[src/rtl/rot_seq_ctrl.sv]
// Rotation sequencer: load, paced rotation steps, dual BCD conversion handshake.
// Optional conversion timeout with sticky err flag when ROT_SEQ_TIMEOUT_EN is defined.
module rot_seq_ctrl #(
  parameter int STEP_DIV = 250,
  parameter int NW       = 6,
  parameter int TO_MS    = 8
) (
  input  logic          clk,
  input  logic          rst_n,
  input  logic          go,
  input  logic          abort,
  input  logic          cont,
  input  logic [NW-1:0] nsteps,
  input  logic          ce1ms,
  input  logic          conv_ok_re,
  input  logic          conv_ok_im,
  output logic          ld,
  output logic          st,
  output logic          conv_st,
  output logic          busy,
  output logic          done,
  output logic [NW-1:0] step_cnt,
  output logic          err
);

  localparam int TW = $clog2(STEP_DIV + 1);

  typedef enum logic [2:0] {
    S_IDLE, S_LOAD, S_STEP, S_CONV, S_WAIT, S_DONE
  } state_t;

  state_t        state_q, state_d;
  logic          ld_q, ld_d, st_q, st_d, conv_st_q, conv_st_d;
  logic          done_q, done_d, busy_q, busy_d;
  logic          first_q, first_d;
  logic [NW-1:0] step_cnt_q, step_cnt_d, nsteps_q, nsteps_d;
  logic [TW-1:0] tick_q, tick_d;
`ifdef ROT_SEQ_TIMEOUT_EN
  localparam int TOW = $clog2(TO_MS + 1);
  logic           err_q, err_d;
  logic [TOW-1:0] to_q, to_d;
`endif

  always_comb begin
    state_d    = state_q;
    ld_d       = 1'b0;
    st_d       = 1'b0;
    conv_st_d  = 1'b0;
    done_d     = 1'b0;
    first_d    = first_q;
    step_cnt_d = step_cnt_q;
    nsteps_d   = nsteps_q;
    tick_d     = tick_q;
`ifdef ROT_SEQ_TIMEOUT_EN
    err_d      = err_q;
    to_d       = to_q;
`endif
    if (abort) begin
      state_d = S_IDLE;
    end else begin
      case (state_q)
        S_IDLE: if (go) begin
          nsteps_d   = nsteps;
          step_cnt_d = '0;
          ld_d       = 1'b1;
          state_d    = S_LOAD;
`ifdef ROT_SEQ_TIMEOUT_EN
          err_d      = 1'b0;
`endif
        end
        S_LOAD: begin
          tick_d = '0;
          // An empty run skips STEP so conv_st follows ld directly.
          if (nsteps_q == '0) begin
            conv_st_d = 1'b1;
            state_d   = S_CONV;
          end else begin
            state_d   = S_STEP;
          end
        end
        S_STEP: begin
          if (step_cnt_q == nsteps_q) begin
            conv_st_d = 1'b1;
            state_d   = S_CONV;
          end else if (ce1ms) begin
            if (tick_q == TW'(STEP_DIV - 1)) begin
              st_d       = 1'b1;
              tick_d     = '0;
              step_cnt_d = step_cnt_q + 1'b1;
            end else begin
              tick_d     = tick_q + 1'b1;
            end
          end
        end
        S_CONV: begin
          first_d = 1'b1;
          state_d = S_WAIT;
`ifdef ROT_SEQ_TIMEOUT_EN
          to_d    = '0;
`endif
        end
        S_WAIT: begin
          // Converters may still show the previous result right after conv_st.
          first_d = 1'b0;
          if (!first_q && conv_ok_re && conv_ok_im) begin
            done_d  = 1'b1;
            state_d = S_DONE;
          end
`ifdef ROT_SEQ_TIMEOUT_EN
          else if (ce1ms) begin
            if (to_q == TOW'(TO_MS - 1)) begin
              err_d   = 1'b1;
              done_d  = 1'b1;
              state_d = S_DONE;
            end else begin
              to_d    = to_q + 1'b1;
            end
          end
`endif
        end
        S_DONE: begin
          if (cont) begin
            step_cnt_d = '0;
            tick_d     = '0;
            state_d    = S_STEP;
          end else begin
            state_d    = S_IDLE;
          end
        end
        default: state_d = S_IDLE;
      endcase
    end
    busy_d = (state_d != S_IDLE);
  end

  always_ff @(posedge clk or negedge rst_n) begin
    if (!rst_n) begin
      state_q    <= S_IDLE;
      ld_q       <= 1'b0;
      st_q       <= 1'b0;
      conv_st_q  <= 1'b0;
      done_q     <= 1'b0;
      busy_q     <= 1'b0;
      first_q    <= 1'b0;
      step_cnt_q <= '0;
      nsteps_q   <= '0;
      tick_q     <= '0;
`ifdef ROT_SEQ_TIMEOUT_EN
      err_q      <= 1'b0;
      to_q       <= '0;
`endif
    end else begin
      state_q    <= state_d;
      ld_q       <= ld_d;
      st_q       <= st_d;
      conv_st_q  <= conv_st_d;
      done_q     <= done_d;
      busy_q     <= busy_d;
      first_q    <= first_d;
      step_cnt_q <= step_cnt_d;
      nsteps_q   <= nsteps_d;
      tick_q     <= tick_d;
`ifdef ROT_SEQ_TIMEOUT_EN
      err_q      <= err_d;
      to_q       <= to_d;
`endif
    end
  end

  assign ld       = ld_q;
  assign st       = st_q;
  assign conv_st  = conv_st_q;
  assign done     = done_q;
  assign busy     = busy_q;
  assign step_cnt = step_cnt_q;
`ifdef ROT_SEQ_TIMEOUT_EN
  assign err      = err_q;
`else
  assign err      = 1'b0;
`endif

endmodule
[config.mk]
export PLATFORM = sky130hd
export DESIGN_NAME = rot_seq_ctrl
export DESIGN_NICKNAME = d
export VERILOG_FILES = /design/src/rtl/rot_seq_ctrl.sv
export SDC_FILE = /design/constraint.sdc
export NUM_CORES = 1
export LEC_CHECK = 0
export CAP_MARGIN = 20
export CORE_MARGIN = 2
export CORE_UTILIZATION = 40
export CTS_BUF_LIST = sky130_fd_sc_hd__clkbuf_8
export CTS_CLUSTER_DIAMETER = 150
export CTS_CLUSTER_SIZE = 14
export DETAILED_ROUTE_END_ITERATION = 16
export GPL_TIMING_DRIVEN = 0
export MAX_ROUTING_LAYER = met4
export PLACE_DENSITY_LB_ADDON = 0.1
export SYNTH_ARGS = -nofsm -noshare
export SYNTH_HDL_FRONTEND = slang
export SYNTH_SLANG_ARGS = --single-unit
[constraint.sdc]
create_clock -name clk -period 2.3 [get_ports clk]
set_clock_uncertainty 0.2 [all_clocks]
set_input_delay 0.46 -clock clk [delete_from_list [all_inputs] [get_ports clk]]
set_output_delay 0.46 -clock clk [all_outputs]
set_load 0.1 [all_outputs]
==> results summary <==
The cell family contributing the most delay on the critical path is buffers and inverters. Walking the worst path, the cells encountered are dlygate4sd2_1. The number of hold violations in the final report came out at 0.

The startpoint identified for the worst register-to-register timing path is state_q[1]. The DRC violations left is 0. After synthesis the cells add up to 0.00162 mm2.

The top cell types in the final layout, fill and taps aside, are 24 x dfrtp_1, 13 x clkdlybuf4s50_1, 10 x dlygate4sd2_1. For this design the total switching power over the nets is ~540 uW. The worst hold slack across all endpoints is between 0.3 and 0.4 ns. The post-synth net total is 177. The number of buffers between clock root and the deepest sink came out at 2.

The non-filler instance count after layout is roughly 240. The run finished with clean final reports. The setup check on the worst reg-to-reg path leaves a slack of around 0.18 ns.

The number of maximum-capacitance constraint violations came out at 0. The power share of the sequential group is 0.415. The floorplan has 23 rows.

The total buffers and inverters traversed by the critical path is 1. For this run, the share of the core covered by cells in the final layout is 0.518. The master cell of the clock root buffer is clkbuf_8. The first global-routing pass estimated between 6 and 7 mm of wire.

Of the cells placed in the final design, the portion with a size suffix greater than 1 is 0.165. The routed via count divided by cell count came out at approximately 5.4. The final routed wire length divided by cell count is approximately 15 um. The initial antenna violation count came out at 0.

The worst-case setup margin in the final layout is roughly 0.051 ns. The chip height is ~68 um. The pre-CTS setup slack came out at -0.404 ns.

The number of nets with antenna violations after routing is 0. The critical path is of the reg2out type. The total chip power came out at between 1.5 and 2 mW. The post-synthesis to final-layout area growth is 25.8%.

The region available for standard cell placement spans 0.00394 mm2. The time the worst path needs with I/O delays and setup came out at about 2.2 ns. The clock insertion delay at the later pin of the skew report is roughly 0.28 ns. The average cell area after synthesis is approximately 10 um2. The endpoint required time on the critical path came out at 1.64 ns. The final-report max-slew violation count came out at 0.

The antenna cell count came out at 0. The number of endpoints failing setup at the final stage is 0. The worst-case IR drop observed on VDD is about 390 uV. The total number of vias is between 1,000 and 1,500.

Routability-driven placement finished with a final weighted congestion of approximately 0.8. The worst-path cell with the longest stage delay is dlygate4sd2_1. The number of synthesis warnings is 0.

The sum of negative setup slack came out at 0 ns. In the synthesized netlist the async set-or-reset flop fraction comes to 1.00. The CTS H-tree depth is 2. The number of global-route vias before repair is 1,329. The synthesized design contains 0 enable-type register cells. The share of total power in combinational logic came out at 0.307. The final worst-path cycle share is 0.978. The post-placement cell count came out at roughly 240. Of all nets on the critical path, the largest fanout is 6.

Tracing the worst setup path back leads to its startpoint at step_cnt[4]. The die is slightly below 70 um wide. Summed over all cells, the static leakage comes to between 0.9 and 1 nW. The half-perimeter wire length of the detailed placement result is roughly 2.8 mm. The worst register-to-register path ends at tick_q[5]. The worst hold path belongs to the class reg2reg.

The stage delay of the slowest cell on the critical path is between 0.8 and 0.9 ns. The violation count after the first detailed-routing iteration came out at 75. Timing would allow up to between 400 and 500 MHz.

The signal arrival time at the worst endpoint came out at about 1.6 ns. The number of nets in the finished design is 210. The worst setup path is captured at an output port. The initial utilization of the core area, before any placement, comes to 0.412. The worst setup path is launched from a flip-flop. The pin count of the biggest net entering global routing came out at 17. The internal power contribution came out at 998 uW. The clock net in this run drives a total of 29 sinks. For this run the aggregate overflow at the end of global routing stands at 0.

TritonCTS built the clock tree. At the pin with the least slew margin, the transition time is between 0.9 and 1 ns. The total routing resource utilization after global routing is 0.196. The detailed-router iteration count before antenna repair came out at 4. For this block, the routed nets add up to 3.73 mm of wire. The most frequently used flop master after synthesis is dfrtp_1. The full die area is 0.00458 mm2. The synthesized instance count came out at between 150 and 200. The number of cells on the critical path came out at 1. The number of buffer cells added on primary ports is 24.

The depth of the most critical reg-to-reg path came out at 6. Setup repair after global routing left no endpoint under its margin. The power density over the cells is 753 mW/mm2. Following the worst setup path forward leads to its endpoint at step_cnt[4].

Counting flops and latches in the post-synthesis netlist gives 29. Leaving out fill and tap cells, the most frequent cell in the layout is dfrtp_1. Once placement finished, the instance area stood at slightly below 0.002 mm2. The number of top-level pins is 26.

The distinct cell type count of the synthesized netlist came out at 50. The worst slew margin relative to its limit came out at 0.364. Counting the buffers created by CTS gives 5. Of the total power, the share spent switching nets is 0.351. The clock-pin slew on the worst setup and hold paths is around 0.060 ns. The fraction of power consumed by the clock network is 0.278.

For this run, the register share of the synthesized area comes to 0.447. The finished cells cover around 0.0020 mm2.
-- power by group through the flow --
stage	logic (mW)	registers, mW	clock network (mW)
after global routing	0.522	0.648	0.466
after CTS	0.468	0.638	0.442
after floorplan	0.284	0.700	0
final	0.472	0.637	0.428
after global placement	0.461	0.644	0
after detailed placement	0.471	0.647	0
-- worst min path at each step --
stage / start / end / slack, ns / depth (start not counted)
6_report: tick_q[6] / tick_q[6] / 0.31 / 1
5_1_grt: step_cnt[2] / step_cnt[2] / 0.35 / 1
3_5_place_dp: tick_q[6] / tick_q[6] / 0.30 / 1
4_1_cts: tick_q[6] / tick_q[6] / 0.31 / 1
2_1_floorplan: rst_n / busy / -0.04 / 0
3_3_place_gp: tick_q[6] / tick_q[6] / 0.29 / 1
-- cells in the mapped netlist (2+ instances only) --
cell	number	share of area
nor4_1	2	0.0077
inv_1	7	0.016
o21ai_0	8	0.025
nor3_1	4	0.012
nand2b_1	2	0.0077
nor2b_1	2	0.0077
a21o_1	5	0.023
and3_1	6	0.023
nand3b_1	2	0.0092
dfrtp_1	29	0.45
mux2_2	7	0.049
and4_1	2	0.011
and2_1	3	0.012
a21oi_2	2	0.011
nand4_1	4	0.015
a31oi_1	3	0.012
mux2i_1	3	0.019
ha_1	3	0.023
clkbuf_1	3	0.0069
o221ai_1	4	0.022
nor2_1	9	0.021
o211ai_1	2	0.0092
xnor2_1	6	0.032
a21oi_1	8	0.025
nand2_1	7	0.016
nand3_1	3	0.0092
-- registers in the layout (all words and copies together) (netlist names) --
signal    cells
nsteps_q      6
first_q       1
st            1
tick_q        8
state_q       3
done          1
ld            1
step_cnt      6
conv_st       1
busy          1
-- area by class of cell --
cell class | instances | area, um2
clock inverter | 2 | 7.51
buffer | 6 | 36.3
timing repair buffer | 26 | 258
fill | 342 | 1900
inverter | 8 | 30.0
sequential | 29 | 732
multi-input combinational | 117 | 832
tap | 50 | 62.6
clock buffer | 6 | 82.6
-- cell families (layout without fill, tap and decap cells) --
| group | after synthesis | in the layout | synth area share |
|---|---|---|---|
| AND/OR/NAND/NOR | 54 | 54 | 0.203 |
| AO/OA/AOI/OAI | 42 | 42 | 0.180 |
| buffers and inverters | 14 | 48 | 0.0401 |
| multiplexers | 10 | 10 | 0.0671 |
| XOR/XNOR | 7 | 7 | 0.0378 |
| adder cells (fa/ha/maj) | 3 | 3 | 0.0231 |
| other | 1 | 1 | 0.00231 |
| flip-flops | 29 | 29 | 0.447 |
-- timing repair --
item / CTS / global route
gates resized for setup: 12 / 3
hold endpoints to repair: 0 / 0
setup endpoints to repair: 13 / 7
hold buffers: 0 / 0
pin swaps: 0 / 1
setup buffers: 0 / 1
-- metal layers --
layer  global-route usage  wire length (um)  vias to the layer above
met2                0.292              1710                       28
met5                    -                 0                        -
li1                     -                 -                      659
met3               0.0533               174                        7
met1                0.249              1770                      627
met4               0.0842                78                        0
Note: power is estimated with default switching activity, not from simulation.
